<file path="config.mk">
export PLATFORM = sky130hd
export DESIGN_NAME = fetch_unit
export DESIGN_NICKNAME = d
export VERILOG_FILES = /design/src/rtl/fetch_unit.sv
export SDC_FILE = /design/constraint.sdc
export NUM_CORES = 1
export LEC_CHECK = 0
export BUFFER_PORTS_ARGS = -buffer_cell sky130_fd_sc_hd__clkbuf_2
export CAP_MARGIN = 30
export CORE_MARGIN = 8
export CORE_UTILIZATION = 53
export CTS_CLUSTER_DIAMETER = 100
export DETAILED_ROUTE_END_ITERATION = 7
export HOLD_SLACK_MARGIN = 0.15
export PLACE_DENSITY = 0.8
export SYNTH_ARGS = -nofsm -noshare
export SYNTH_HDL_FRONTEND = slang
export SYNTH_SLANG_ARGS = --single-unit
</file>
<file path="constraint.sdc">
create_clock -name clk_i -period 6.77 [get_ports clk_i]
set_input_delay 0.677 -clock clk_i [delete_from_list [all_inputs] [get_ports clk_i]]
set_output_delay 0.677 -clock clk_i [all_outputs]
set_load 0.01 [all_outputs]
</file>
<file path="src/rtl/fetch_unit.sv">
// Instruction-fetch sequencer: owns the fetch PC, drives the combinational
// imem, and queues {pc, instr} pairs in an in-order buffer for decode.
// A redirect from execute flushes the buffer and restarts fetch at the
// target address.
// Optional build macro FETCH_ALIGN_CHK_EN: a misaligned redirect target
// enters a sticky FAULT state (fault_o=1) that only rst_ni can clear.
// When the macro is undefined, the low two target bits are ignored.
module fetch_unit #(
  parameter logic [31:0] RESET_PC  = 32'h0000_0000,
  parameter int unsigned BUF_DEPTH = 2
) (
  input  logic        clk_i,
  input  logic        rst_ni,
  input  logic        fetch_en_i,
  output logic [31:0] imem_addr_o,
  input  logic [31:0] imem_instr_i,
  input  logic        redirect_i,
  input  logic [31:0] redirect_pc_i,
  output logic        instr_valid_o,
  input  logic        instr_ready_i,
  output logic [31:0] instr_o,
  output logic [31:0] pc_o,
  output logic        fault_o
);

  localparam int unsigned PW = $clog2(BUF_DEPTH);
  localparam logic [PW:0] DEPTH_C = (PW+1)'(BUF_DEPTH);

`ifdef FETCH_ALIGN_CHK_EN
  typedef enum logic [1:0] {IDLE, RUN, FAULT} state_t;
`else
  typedef enum logic [1:0] {IDLE, RUN} state_t;
`endif

  state_t        state_q, state_d;
  logic [31:0]   fetch_pc_q;
  logic [PW:0]   count_q;
  logic [PW-1:0] rd_ptr_q, wr_ptr_q;
  logic [31:0]   pc_mem    [BUF_DEPTH];
  logic [31:0]   instr_mem [BUF_DEPTH];

  logic          redir;
  logic          misalign;
  logic [31:0]   redir_target;
  logic          push;
  logic          pop;
  logic          valid;

  // Next-state logic plus the push/pop/redirect handshake decisions.
  always_comb begin
    state_d      = state_q;
    redir        = redirect_i;
    misalign     = 1'b0;
    redir_target = redirect_pc_i & 32'hFFFF_FFFC;
    valid        = 1'b0;
    push         = 1'b0;
    pop          = 1'b0;
`ifdef FETCH_ALIGN_CHK_EN
    // Redirects are ignored once faulted; a misaligned target faults.
    redir    = redirect_i & (state_q != FAULT);
    misalign = redir & (redirect_pc_i[1:0] != 2'b00);
`endif
    valid = (count_q != '0) & ~redir;
`ifdef FETCH_ALIGN_CHK_EN
    valid = valid & (state_q != FAULT);
`endif
    push = (state_q == RUN) & (count_q < DEPTH_C) & ~redir;
    pop  = valid & instr_ready_i;
    if (misalign) begin
      state_d = state_t'(2);
    end else if (!redir) begin
      case (state_q)
        IDLE:    if (fetch_en_i)  state_d = RUN;
        RUN:     if (!fetch_en_i) state_d = IDLE;
        default: state_d = state_q;
      endcase
    end
  end

  // State register.
  always_ff @(posedge clk_i or negedge rst_ni) begin
    if (!rst_ni) state_q <= IDLE;
    else         state_q <= state_d;
  end

  // Fetch PC, occupancy and pointers; redirect wins over push/pop.
  always_ff @(posedge clk_i or negedge rst_ni) begin
    if (!rst_ni) begin
      fetch_pc_q <= RESET_PC;
      count_q    <= '0;
      rd_ptr_q   <= '0;
      wr_ptr_q   <= '0;
    end else if (redir) begin
      count_q  <= '0;
      rd_ptr_q <= '0;
      wr_ptr_q <= '0;
      if (!misalign) fetch_pc_q <= redir_target;
    end else begin
      if (push) begin
        wr_ptr_q   <= wr_ptr_q + 1'b1;
        fetch_pc_q <= fetch_pc_q + 32'd4;
      end
      if (pop) rd_ptr_q <= rd_ptr_q + 1'b1;
      if (push && !pop)      count_q <= count_q + 1'b1;
      else if (pop && !push) count_q <= count_q - 1'b1;
    end
  end

  // Buffer storage; contents are only meaningful while counted valid.
  always_ff @(posedge clk_i) begin
    if (push) begin
      pc_mem[wr_ptr_q]    <= fetch_pc_q;
      instr_mem[wr_ptr_q] <= imem_instr_i;
    end
  end

  assign imem_addr_o   = fetch_pc_q;
  assign instr_valid_o = valid;
  assign instr_o       = (count_q != '0) ? instr_mem[rd_ptr_q] : '0;
  assign pc_o          = (count_q != '0) ? pc_mem[rd_ptr_q]    : '0;
`ifdef FETCH_ALIGN_CHK_EN
  assign fault_o = (state_q == FAULT);
`else
  assign fault_o = 1'b0;
`endif

endmodule

</file>
Word-level counts from Yosys, hierarchy flattened --
Memories as Yosys holds them, arrays and structs flattened. Index checks and enable logic that the tools add are counted.
Cells by class: reduce and logical (&&, ||, !) cells 11, $lt $le $gt $ge 1, bitwise logic cells 5, $add $sub $neg 5, equality and inequality tests 3, multiplexer cells 16
Operators by type and width (count):
- 32-bit two-way mux | 4
- 32-bit by 3-bit adder with 32-bit output, second input constant | 1
- 2-bit two-way mux | 5
- 2-bit nonzero test | 4
- 1-bit two-way mux | 6
- 1-bit bitwise AND | 4
- 2-bit != test, second input constant | 2
- 2-bit one-hot mux with 2 select lines | 1
- 4-bit AND reduction | 1
- 3-bit nonzero test | 1
- 1-bit adder, second input constant | 2
- 2-bit by 1-bit adder with 2-bit output, second input constant | 1
- 2-bit by 1-bit == test with 1-bit output, second input constant | 1
- 1-bit logical AND | 2
- 1-bit zero test | 2
- 2-bit zero test | 1
- 2-bit < comparator, second input constant | 1
- 2-bit by 1-bit subtractor with 2-bit output, second input constant | 1
- 1-bit NOT | 1
Word-level totals: bits of input ports 69, word-level logic and storage cells 48, memory bits (writable) 128, memories 2, bits in registers 38, output and inout port bits 98
Memories:
- instr_mem | depth 2, bits a word 32, rd ports 1, clocked after Yosys merged registers in 0, wr ports 1, RTL line 40 | logic [31:0] instr_mem [BUF_DEPTH];
- pc_mem | depth 2, bits a word 32, rd ports 1, clocked after Yosys merged registers in 0, wr ports 1, RTL line 39 | logic [31:0] pc_mem [BUF_DEPTH];

Longest topological paths before layout --
word-level depth 8, depth in mapped cells 6, mapped depth without buffers 6

Least setup slack after synthesis --
Ideal clock, no wire load.
path type input port to flip-flop, from input redirect_i, to memory instr_mem[1][0] (enable), setup time 0.571 ns, required time 6.199 ns, setup slack 0.547 ns, arrival time 5.652 ns, path buffers 2, stages on the path 3, path through clkbuf_1 clkbuf_1 nor3b_1
On the way: cells in the longest elaborated chain, start to end 4
Ends and longest elaborated chain:
- from (decl) | RTL line 17 | input logic redirect_i,
- 1-bit NOT (no source line)
- 1-bit bitwise AND | RTL line 67 | push = (state_q == RUN) & (count_q < DEPTH_C) & ~redir;
- 1-bit two-way mux | RTL line 111 | if (push) begin
- 1-bit two-way mux (not written as such) | RTL line 113 | instr_mem[wr_ptr_q] <= imem_instr_i;
- to (decl) | RTL line 40
No other way between the ends.

Worst setup path in the final report --
from register count_q[1], to output instr_o[2]
On the way: cells in the longest elaborated chain, start to end 2
Ends and longest elaborated chain:
- from (decl) | RTL line 37 | logic [PW:0] count_q;
- from (signal assigned) | RTL line 104 | if (push && !pop) count_q <= count_q + 1'b1;
- from (signal assigned) | RTL line 105 | else if (pop && !push) count_q <= count_q - 1'b1;
- 2-bit nonzero test | RTL line 119 | assign instr_o = (count_q != '0) ? instr_mem[rd_ptr_q] : '0;
- 32-bit two-way mux | RTL line 119
- to (decl) | RTL line 21 | output logic [31:0] instr_o,
No other way between the ends.

==> results.json <==
{
  "ys_seq_elements": 159,
  "timing.rr.start": "imem_addr_o[13]$_DFFE_PN0N_",
  "fin_setup_tns_ns": 0,
  "post_cts_buffers": 0,
  "crit_path_cell_trace": "nor2_4 > buf_4 > nor2_1 > clkbuf_2",
  "vdd_drop_max_uv": 153.1,
  "final_cell_count_no_fill": 821,
  "synth_area_leaders": "edfxtp_1 57%, dfrtp_1 13%, mux2i_1 9.9%",
  "insertion_delay_ns": 0.42,
  "tightestPinTransition_ns": 0.8962,
  "drc": 0,
  "grt_remaining_overflow": 0,
  "synth_cell_type_count": 36,
  "synthAdderAreaFrac_pct": 0.1901,
  "synth-compound-area-share_pct": 2.471,
  "path_max_fanout": 38,
  "drive_gt1_share_pct": 30.78,
  "first_pass_iters": 5,
  "syn_to_final_growth_pct": 23.28,
  "grt_pass1_vias": 4460,
  "gp_congestion": 0.7619,
  "wl_per_cell_microns": 17.55,
  "clk_path_buf_depth": 2,
  "hold_viol_final": 0,
  "synth_mux_area_share_pct": 10.40,
  "r2r_end": "imem_addr_o[31]$_DFFE_PN0N_",
  "finalSetupViolCount": 0,
  "via_per_inst": 5.161,
  "cts.htree.levels": 4,
  "cp.arrival_ns": 2.21,
  "port_buffers": 159,
  "cts_resized": 0,
  "numCtsBuffers": 17,
  "p_leak_uw": 0.003185,
  "synthSimpleGateAreaFrac_pct": 10.72,
  "register_area_sq_mm": 0.004603,
  "grt_max_degree": 66,
  "core_area_sq_mm": 0.01206,
  "post-place-cells": 789,
  "die_height_microns": 127.4,
  "die_area_sq_mm": 0.01624,
  "ant_nets": 0,
  "rr_worst_depth": 5,
  "powerDensity_mw_per_mm2": 291.7,
  "synth_top_area_share_pct": 56.57,
  "cts_tree": "yes",
  "hp-class": "input port to asynchronous set/reset pin",
  "dr_total_vias": 4237,
  "total_power_uw": 2367,
  "syn_inst": 478,
  "finalCritPeriodShare_pct": 42.66,
  "clkTransAtPathRegs_ns": 0.05,
  "nFillCells": 862,
  "grt_first_pass_wirelength_mm": 22.47,
  "worst_path_max_delay_cell": "nor2_4",
  "multiInputGateArea_sq_mm": 0.001864,
  "layout_commonest_cell": "clkbuf_2",
  "synth_largest_area_cell": "edfxtp_1",
  "clock.fmax_mhz": 346.2,
  "holdWs_ns": 0.3769,
  "critPathRequiredTime_ns": 6.09,
  "status": "finished, final reports clean",
  "layout.nets": 710,
  "cp_top_family": "simple AND/OR/NAND/NOR gates",
  "synth-xor-area-share_pct": 3.992,
  "r2r_slack_ns": 4.72,
  "ys_warn_count": 0,
  "routed_wl_mm": 14.41,
  "cts_hold_buf": 0,
  "syn_area_sq_mm": 0.006583,
  "start_util_pct": 54.57,
  "num_antenna_cells": 0,
  "end_kind": "output port",
  "drv_slew": 0,
  "grt_usage_pct": 17.81,
  "synth_top_family_by_area": "simple AND/OR/NAND/NOR gates",
  "antenna_found_initial": 0,
  "ios": 167,
  "root_buffer": "clkbuf_16",
  "die_x_microns": 127.4,
  "drtIter0Drc": 423,
  "maxSlewHeadroom_pct": 40.25,
  "fin_crit_ns": 2.888,
  "syn_avg_cell_area_sq_um": 13.77,
  "numClockSinks": 159,
  "rsz0062_at_grt": "no",
  "start_kind": "register",
  "slowest_delay_ns": 0.54,
  "place_hpwl_mm": 9.828,
  "ys_seq_area_share_pct": 69.87,
  "row_count": 40,
  "final.setup_skew_ns": 0.01068,
  "crit_buf_inv": 2,
  "mostFrequentLayoutCells": "159 x clkbuf_2, 124 x edfxtp_1, 75 x nor2_1",
  "path_class": "register to output port",
  "cap_violations": 0
}
==> cells by family after synthesis <==
group                    count (synthesis)
AO/OA/AOI/OAI                           32
XOR/XNOR                                30
adder cells (fa/ha/maj)                  1
buffers and inverters                   34
flip-flops                             159
multiplexers                            68
other                                    1
AND/OR/NAND/NOR                        153
==> registers in the layout (all words and copies together), names as in the netlist <==
| signal | flops |
|---|---|
| wr_ptr_q | 1 |
| rd_ptr_q | 1 |
| instr_mem | 64 |
| state_q | 1 |
| imem_addr_o | 30 |
| pc_mem | 60 |
| count_q | 2 |
==> where the power goes <==
group	switching (uW)	internal (uW)
clock network	341	534
registers	53.9	1130
logic	180	124
total	574	1790
==> how the worst max path moves through the flow <==
| stage | cells after the start | from | to |
|---|---|---|---|
| final | 4 | count_q[1]$_DFFE_PN0P_ | instr_o[2] |
| after global routing | 4 | count_q[1]$_DFFE_PN0P_ | pc_o[25] |
| after CTS | 4 | count_q[1]$_DFFE_PN0P_ | instr_o[2] |
| after detailed placement | 4 | count_q[0]$_DFFE_PN0P_ | pc_o[25] |
| after global placement | 4 | count_q[1]$_DFFE_PN0P_ | instr_o[4] |
| after floorplan | 3 | redirect_i | instr_mem[1][0]$_DFFE_PP_ |
==> synth_stat cells, drive strengths merged <==
library cell	number
o21ai	28
mux2i	65
or2	1
nand2b	1
nor2	76
nand4b	1
or4	1
edfxtp	124
nand2	30
xor2	13
dfrtp	35
a22oi	1
and4	2
inv	6
conb	1
nor2b	2
ha	1
or4b	1
buf	13
mux2	3
nand3b	1
and3	5
nand4	9
a21oi	3
nor3b	2
clkbuf	15
nor3	3
nand3	15
or3	1
nor4	2
xnor2	17
==> metal layers <==
layer  routed length (microns)  vias up  global-route usage, %
met5                         0        -                      0
met4                        68        0                  6.508
met3                      1097        5                  5.366
met2                      6925      157                  28.78
met1                      6315     2035                  22.23
li1                          -     2040                      -
==> final cells by class <==
cell class	instances	share of cell area [%]
flip-flops and latches	159	56.72
multi-input cells	289	22.97
clock buffers	22	5.473
clock inverters	10	1.172
inverters	6	0.2775
well taps	168	2.590
repair buffers	167	10.79
==> worst reg2reg max path: stages (launching register included) <==
cell and delay (ns):
dfrtp_1 0.49, and4_1 0.31, and3_1 0.37, nand4_1 0.23
or4_1 0.50, nand3_1 0.09
==> stage by stage <==
stage / utilization, % / setup slack [ns] / cell area [sq um]
2_1_floorplan: - / 0.5470 / 6598
3_3_place_gp: 62.58 / 4.300 / 7548
3_5_place_dp: 62.81 / 4.262 / 7576
4_1_cts: 67.28 / 3.780 / 8115
5_1_grt: 67.28 / 3.685 / 8115
6_report: 67.28 / 3.882 / 8115
Note: power is estimated with default switching activity, not from simulation.
